[src/rtl/fust_s_scoreboard_pkg.sv]
// Shared types for the scalar scoreboard: FU enumeration, status-row layout and tag encoding.
package fust_s_scoreboard_pkg;

    localparam int NUM_FU_S = 3;
    localparam int REG_W    = 5;
    localparam int FU_S_W   = 2;
    localparam int NUM_REGS = 32;

    typedef enum logic [1:0] {
        FU_ALU    = 2'd0,
        FU_LDST   = 2'd1,
        FU_BRANCH = 2'd2
    } fu_scalar_t;

    typedef logic [REG_W-1:0]  reg_idx_t;
    typedef logic [FU_S_W-1:0] fu_tag_t;

    typedef struct packed {
        logic     busy;
        reg_idx_t r;
        reg_idx_t r1;
        reg_idx_t r2;
        fu_tag_t  t1;
        fu_tag_t  t2;
    } fust_s_row_t;

    typedef struct packed {
        fust_s_row_t [NUM_FU_S-1:0] op;
    } fust_s_t;

    // Tag 0 means "value is in the register file"; FU f produces tag f+1.
    function automatic fu_tag_t fu_tag(input logic [1:0] idx);
        return fu_tag_t'(idx + 2'd1);
    endfunction

endpackage

[src/rtl/fust_s_regstat.sv]
// Register result-status table: which FU tag will produce each register,
// with writeback bypass on operand lookup and owner-checked clear.
module fust_s_regstat
    import fust_s_scoreboard_pkg::*;
(
    input  logic     CLK,
    input  logic     RST,
    input  reg_idx_t lk_rs1,
    input  reg_idx_t lk_rs2,
    input  reg_idx_t lk_rd,
    input  logic     wb_fire,
    input  fu_tag_t  wb_tag,
    input  reg_idx_t clr_rd,
    input  logic     set_en,
    input  reg_idx_t set_rd,
    input  fu_tag_t  set_tag,
    output fu_tag_t  t1,
    output fu_tag_t  t2,
    output fu_tag_t  rd_tag
);

    fu_tag_t [NUM_REGS-1:0] regstat_q;
    fu_tag_t [NUM_REGS-1:0] regstat_d;

    function automatic fu_tag_t lookup(input fu_tag_t [NUM_REGS-1:0] tbl, input reg_idx_t rs,
                                       input logic byp, input fu_tag_t byp_tag);
        fu_tag_t t;
        t = (rs == '0) ? '0 : tbl[rs];
        if (byp && t == byp_tag) t = '0;
        return t;
    endfunction

    // WAW check deliberately sees only registered state, no bypass.
    assign rd_tag = regstat_q[lk_rd];

    always_comb begin
        t1 = lookup(regstat_q, lk_rs1, wb_fire, wb_tag);
        t2 = lookup(regstat_q, lk_rs2, wb_fire, wb_tag);
    end

    always_comb begin
        regstat_d = regstat_q;
        // A newer producer may already own clr_rd; only the recorded owner may release it.
        if (wb_fire && regstat_q[clr_rd] == wb_tag) regstat_d[clr_rd] = '0;
        if (set_en && set_rd != '0) regstat_d[set_rd] = set_tag;
    end

    // NOTE: this table is reset, unlike a data RAM: a stale tag would stall dispatch forever.
    always_ff @(posedge CLK) begin
        if (RST) regstat_q <= '0;
        // NOTE: sequential state is always assigned non-blocking.
        else     regstat_q <= regstat_d;
    end

endmodule

[src/rtl/fust_s_scoreboard.sv]
// Scalar-side scoreboard: FU status rows, dispatch/issue/writeback handshakes,
// and dependency wakeup between the ALU, LD_ST and BRANCH units.
module fust_s_scoreboard
    import fust_s_scoreboard_pkg::*;
(
    input  logic                      CLK,
    input  logic                      RST,
    input  logic                      disp_valid,
    output logic                      disp_ready,
    input  logic [1:0]                disp_fu,
    input  logic [REG_W-1:0]          disp_rd,
    input  logic [REG_W-1:0]          disp_rs1,
    input  logic [REG_W-1:0]          disp_rs2,
    output logic [NUM_FU_S-1:0]       issue_valid,
    input  logic [NUM_FU_S-1:0]       issue_ready,
    output logic [NUM_FU_S*REG_W-1:0] issue_rs1,
    output logic [NUM_FU_S*REG_W-1:0] issue_rs2,
    output logic [NUM_FU_S*REG_W-1:0] issue_rd,
    input  logic                      wb_valid,
    input  logic [1:0]                wb_fu,
    output logic                      wb_ready,
    output fust_s_t                   fust_out
);

    fust_s_row_t [NUM_FU_S-1:0] row_q, row_d;
    logic [NUM_FU_S-1:0]        issued_q, issued_d;

    logic       disp_fu_ok, wb_fu_ok, disp_fire, wb_fire, wb_row_ok, war;
    logic [1:0] disp_idx, wb_idx;
    fu_tag_t    t1_lk, t2_lk, rd_tag;

    assign disp_fu_ok = int'(disp_fu) < NUM_FU_S;
    assign wb_fu_ok   = int'(wb_fu) < NUM_FU_S;
    assign disp_idx   = disp_fu_ok ? disp_fu : 2'd0;
    assign wb_idx     = wb_fu_ok ? wb_fu : 2'd0;

    always_comb begin
        disp_ready = disp_fu_ok && !row_q[disp_idx].busy && (disp_rd == '0 || rd_tag == '0);
        disp_fire  = disp_valid && disp_ready;
    end

    always_comb begin
        wb_row_ok = wb_fu_ok && row_q[wb_idx].busy && issued_q[wb_idx];
        war       = 1'b0;
        for (int g = 0; g < NUM_FU_S; g++) begin
            if (g != int'(wb_idx) && row_q[g].busy && !issued_q[g] && row_q[wb_idx].r != '0 &&
                ((row_q[g].r1 == row_q[wb_idx].r && row_q[g].t1 == '0) ||
                 (row_q[g].r2 == row_q[wb_idx].r && row_q[g].t2 == '0)))
                war = 1'b1;
        end
        // Idle ready is high; a request for an idle or unissued FU is refused and ignored.
        wb_ready = wb_row_ok ? !war : !wb_valid;
        wb_fire  = wb_valid && wb_ready;
    end

    always_comb begin
        issue_valid = '0;
        issue_rs1   = '0;
        issue_rs2   = '0;
        issue_rd    = '0;
        for (int f = 0; f < NUM_FU_S; f++) begin
            issue_valid[f]               = row_q[f].busy && !issued_q[f] &&
                                           row_q[f].t1 == '0 && row_q[f].t2 == '0;
            issue_rs1[f*REG_W +: REG_W]  = row_q[f].r1;
            issue_rs2[f*REG_W +: REG_W]  = row_q[f].r2;
            issue_rd[f*REG_W +: REG_W]   = row_q[f].r;
        end
    end

    fust_s_regstat u_regstat (
        .CLK     (CLK),
        .RST     (RST),
        .lk_rs1  (disp_rs1),
        .lk_rs2  (disp_rs2),
        .lk_rd   (disp_rd),
        .wb_fire (wb_fire),
        .wb_tag  (fu_tag(wb_idx)),
        .clr_rd  (row_q[wb_idx].r),
        .set_en  (disp_fire),
        .set_rd  (disp_rd),
        .set_tag (fu_tag(disp_idx)),
        .t1      (t1_lk),
        .t2      (t2_lk),
        .rd_tag  (rd_tag)
    );

    always_comb begin
        row_d    = row_q;
        issued_d = issued_q;
        for (int f = 0; f < NUM_FU_S; f++) begin
            if (issue_valid[f] && issue_ready[f]) issued_d[f] = 1'b1;
            if (wb_fire && row_q[f].t1 == fu_tag(wb_idx)) row_d[f].t1 = '0;
            if (wb_fire && row_q[f].t2 == fu_tag(wb_idx)) row_d[f].t2 = '0;
        end
        if (wb_fire) begin
            row_d[wb_idx].busy = 1'b0;
            issued_d[wb_idx]   = 1'b0;
        end
        // disp_ready uses registered busy, so this never lands on the row being written back.
        if (disp_fire) begin
            row_d[disp_idx].busy = 1'b1;
            row_d[disp_idx].r    = disp_rd;
            row_d[disp_idx].r1   = disp_rs1;
            row_d[disp_idx].r2   = disp_rs2;
            row_d[disp_idx].t1   = t1_lk;
            row_d[disp_idx].t2   = t2_lk;
            issued_d[disp_idx]   = 1'b0;
        end
    end

    always_ff @(posedge CLK) begin
        if (RST) begin
            row_q    <= '0;
            issued_q <= '0;
        end else begin
            row_q    <= row_d;
            issued_q <= issued_d;
        end
    end

    assign fust_out.op = row_q;

endmodule
[config.mk]
export PLATFORM = sky130hd
export DESIGN_NAME = fust_s_scoreboard
export DESIGN_NICKNAME = d
export VERILOG_FILES = /design/src/rtl/fust_s_scoreboard_pkg.sv /design/src/rtl/fust_s_regstat.sv /design/src/rtl/fust_s_scoreboard.sv
export SDC_FILE = /design/constraint.sdc
export NUM_CORES = 1
export LEC_CHECK = 0
export BUFFER_PORTS_ARGS = -buffer_cell sky130_fd_sc_hd__buf_2
export CORE_ASPECT_RATIO = 0.75
export CORE_MARGIN = 3
export CORE_UTILIZATION = 45
export CTS_CLUSTER_DIAMETER = 120
export DETAILED_ROUTE_END_ITERATION = 10
export MAX_ROUTING_LAYER = met4
export PLACE_DENSITY = 0.71
export SLEW_MARGIN = 20
export SYNTH_ARGS = -nofsm -noshare
export SYNTH_HDL_FRONTEND = slang
export SYNTH_HIERARCHICAL = 1
export SYNTH_SLANG_ARGS = --single-unit
export TNS_END_PERCENT = 1
[constraint.sdc]
create_clock -name CLK -period 4.9 [get_ports CLK]
set_input_delay 0.49 -clock CLK [delete_from_list [all_inputs] [get_ports CLK]]
set_output_delay 0.49 -clock CLK [all_outputs]
set_load 0.1 [all_outputs]
==> results.yml <==
status:
  run_status: "finished clean"
power_and_ir_drop:
  power.share.sequential: 0.353
  p_total_mw: 3.08
  worst_ir_drop_vdd_uv: 181
  sw_frac_of_total: 0.372
  cellInternalPower_mw: 1.93
  leakagePower_nw: 3.88
  power.share.clock: 0.415
  switching_power_mw: 1.15
  logic_gate_share_of_total_power: 0.232
  power_per_cell_area_nw_per_um2: 296
synthesis:
  mappedNetlistArea_um2: 9230
  synth_enable_flop_cells: 0
  post_synth_main_area_contributors: "dfxtp_1, mux4_2, nand2_1"
  synth.net_count: 1046
  synthCells: 1011
  synth.top_cell.area_share: 0.275
  yosysTopAreaCell: "dfxtp_1"
  synth-async-reset-ratio: 0
  ys_seq_elements: 127
  syn-mean-instance-area_um2: 9.13
  synth.lib_cells_used.distinct: 68
  yosys_warnings: 6
  synth.most_common_cell: "nand2_1"
  synth_seq_area_share: 0.275
  ys_dominant_reg_cell: "dfxtp_1"
  post_synth_most_frequent_cells: "nand2_1, dfxtp_1, o22ai_1"
floorplan:
  rows: 44
  initial_core_utilization: 0.467
  design.core.area_um2: 19800
  die_height_um: 130
  die_area_um2: 22300
  die_width_um: 171
  ioPinCount: 136
timing:
  hold_violations: 0
  time_the_final_worst_path_needs_with_i_o_delays_and_setup_ns: 4.23
  timing.final.ws_setup_ns: 0.665
  max_slew.worst_pin.slew_ns: 0.845
  slew_headroom: 0.437
  max_freq_ghz: 0.236
  rsz0062_at_grt: "false"
  layout_worst_path_cycle_share: 0.864
  clock-skew-final_ns: 0.0106
  timing.final.setup_violations: 0
  finalMaxSlewViolations: 0
route:
  wire_per_inst_um: 25.3
  vias_per_cell: 6.69
  final_antenna_net_count: 0
  drt-initial-drc-count: 1410
  router_iterations_before_antenna_repair: 7
  via_count: 8963
  post-route-drc-count: 0
  detail_route.wirelength_um: 33900
final_layout:
  synthToLayoutAreaGrowth_pct: 12.8
  layout-drive-gt1-share: 0.311
  filler_cell_count: 1761
  finalNonFillerCells: 1340
  area.sequential_um2: 2540
  multiInputGateArea_um2: 5970
  antenna_cells: 0
  finalNetCount: 1109
placed_design:
  gpl.final_weighted_congestion: 1.02
  placed_cells_incl_taps: 1308
  worst_slack_at_placement_ns: 0.353
  port-buffer-count: 135
  dp.final_hpwl_um: 23700
critical_path:
  crit_top_cell: "mux4_2"
  worst_ep_arrival_time_ns: 4.53
  worst_path_largest_cell_delay_ns: 0.63
  endpoint_kind: "flop"
  criticalPathCategory: "input port to flop"
  worst_path_max_delay_cell: "buf_2"
  crit_required_ns: 5.19
  setup.worst_path.start_class: "input port"
  worstPathMaxFanout: 25
  path_cells: "buf_2, mux4_2, mux4_2, mux2_2, o22a_1, nor3_2, and2_1, nand2_1, nor3_1, nand3_1, nand3b_1, o22ai_1"
global_routing:
  grt_first_pass_wirelength_um: 49700
  grt_pass1_vias: 7957
  antenna_found_initial: 0
  grt_use_total: 0.307
  globalRouteOverflowTotal: 0
  pin_count_of_the_biggest_net_entering_global_routing: 71
clock_network:
  numClockSinks: 127
  clock_insertion_delay_worst_skew_ns: 0.44
  cts_resized: 0
  post_cts_buffers: 0
  ctsRootBufferMaster: "clkbuf_16"
  clock_tree_from_tritoncts: "yes"
  cts_buffer_depth: 2
  ctsHtreeMaxLevel: 4
  cts_inserted_buffers: 17
  holdBufCountCts: 0
  cts.clk_slew.worst_paths_ns: 0.06
min_path:
  hold_crit_path_type: "input port to flop"
job:
  maxCapViolCount: 0
[critical path: cells and delay by family]
family	cells	cell delay (ns)
compound gates	2	0.30
mux	3	1.43
simple gates	6	1.64
buf+inv	1	0.63
[path summary, 6_finish.rpt]
kind	cells past startpoint	endpoint	startpoint	slack, ns
setup / recovery	12	u_regstat/regstat_q[57]$_SDFF_PP0_	disp_rd[0]	0.67
setup reg to reg	11	u_regstat/regstat_q[6]$_SDFF_PP0_	fust_out[55]$_SDFFE_PP0P_	1.08
hold reg to reg	2	u_regstat/regstat_q[1]$_SDFF_PP0_	u_regstat/regstat_q[1]$_SDFF_PP0_	0.49
hold / removal	3	issued_q[0]$_SDFF_PP0_	issue_ready[0]	0.38
[cell usage in the layout (no fill, tap or decap), drive strengths merged, types with 26 or more instances in the layout]
master and instances:
nor3 39, a21oi 55, buf 166, nand2 165
o22ai 66, nor2 41, nand3b 65, mux4 65
dfxtp 127, inv 26
[power by group through the flow]
stage	Sequential (mW)	Combinational (mW)	Clock, mW
2_1_floorplan	1.21	0.440	0
3_3_place_gp	1.11	0.697	0
3_5_place_dp	1.11	0.699	0
4_1_cts	1.09	0.702	1.28
5_1_grt	1.09	0.740	1.33
6_report	1.09	0.715	1.28
[kinds of logic (layout without fill, tap and decap cells)]
group	after synthesis	after routing	share of synthesized area
simple gates	389	389	0.233
compound gates	204	204	0.152
buf+inv	140	216	0.0840
flops	127	127	0.275
mux	103	103	0.206
xor+xnor	39	39	0.0378
fa+ha+maj	9	9	0.0122
[metal layers]
layer,vias to the layer above,part of all wire,global-route usage
met5,-,0,-
met4,0,0.023,0.0894
met3,92,0.15,0.104
met2,635,0.40,0.389
met1,4388,0.43,0.455
li1,3848,-,-
[sequential cells by signal (all words and copies together), names as in the netlist]
register / cells
issued_q: 3
fust_out: 60
u_regstat/regstat_q: 64
[through the flow]
stage | hold slack [ns] | utilization | TNS, ns | cell area, um2
finish | 0.378 | 0.527 | 0 | 10400
global route | 0.396 | 0.527 | 0 | 10400
CTS | 0.365 | 0.527 | 0 | 10400
detailed placement | 0.478 | 0.498 | 0 | 9840
global placement | 0.470 | 0.498 | 0 | 9840
floorplan | 0.436 | - | -11.17 | 9250
[final cells by class]
type / count / area share
inverter: 18 / 0.00649
clock inverter: 15 / 0.0145
multi-input combinational: 744 / 0.574
timing repair buffer: 166 / 0.0901
clock buffer: 17 / 0.0408
tap: 253 / 0.0304
sequential: 127 / 0.244
Note: power is estimated with default switching activity, not from simulation.
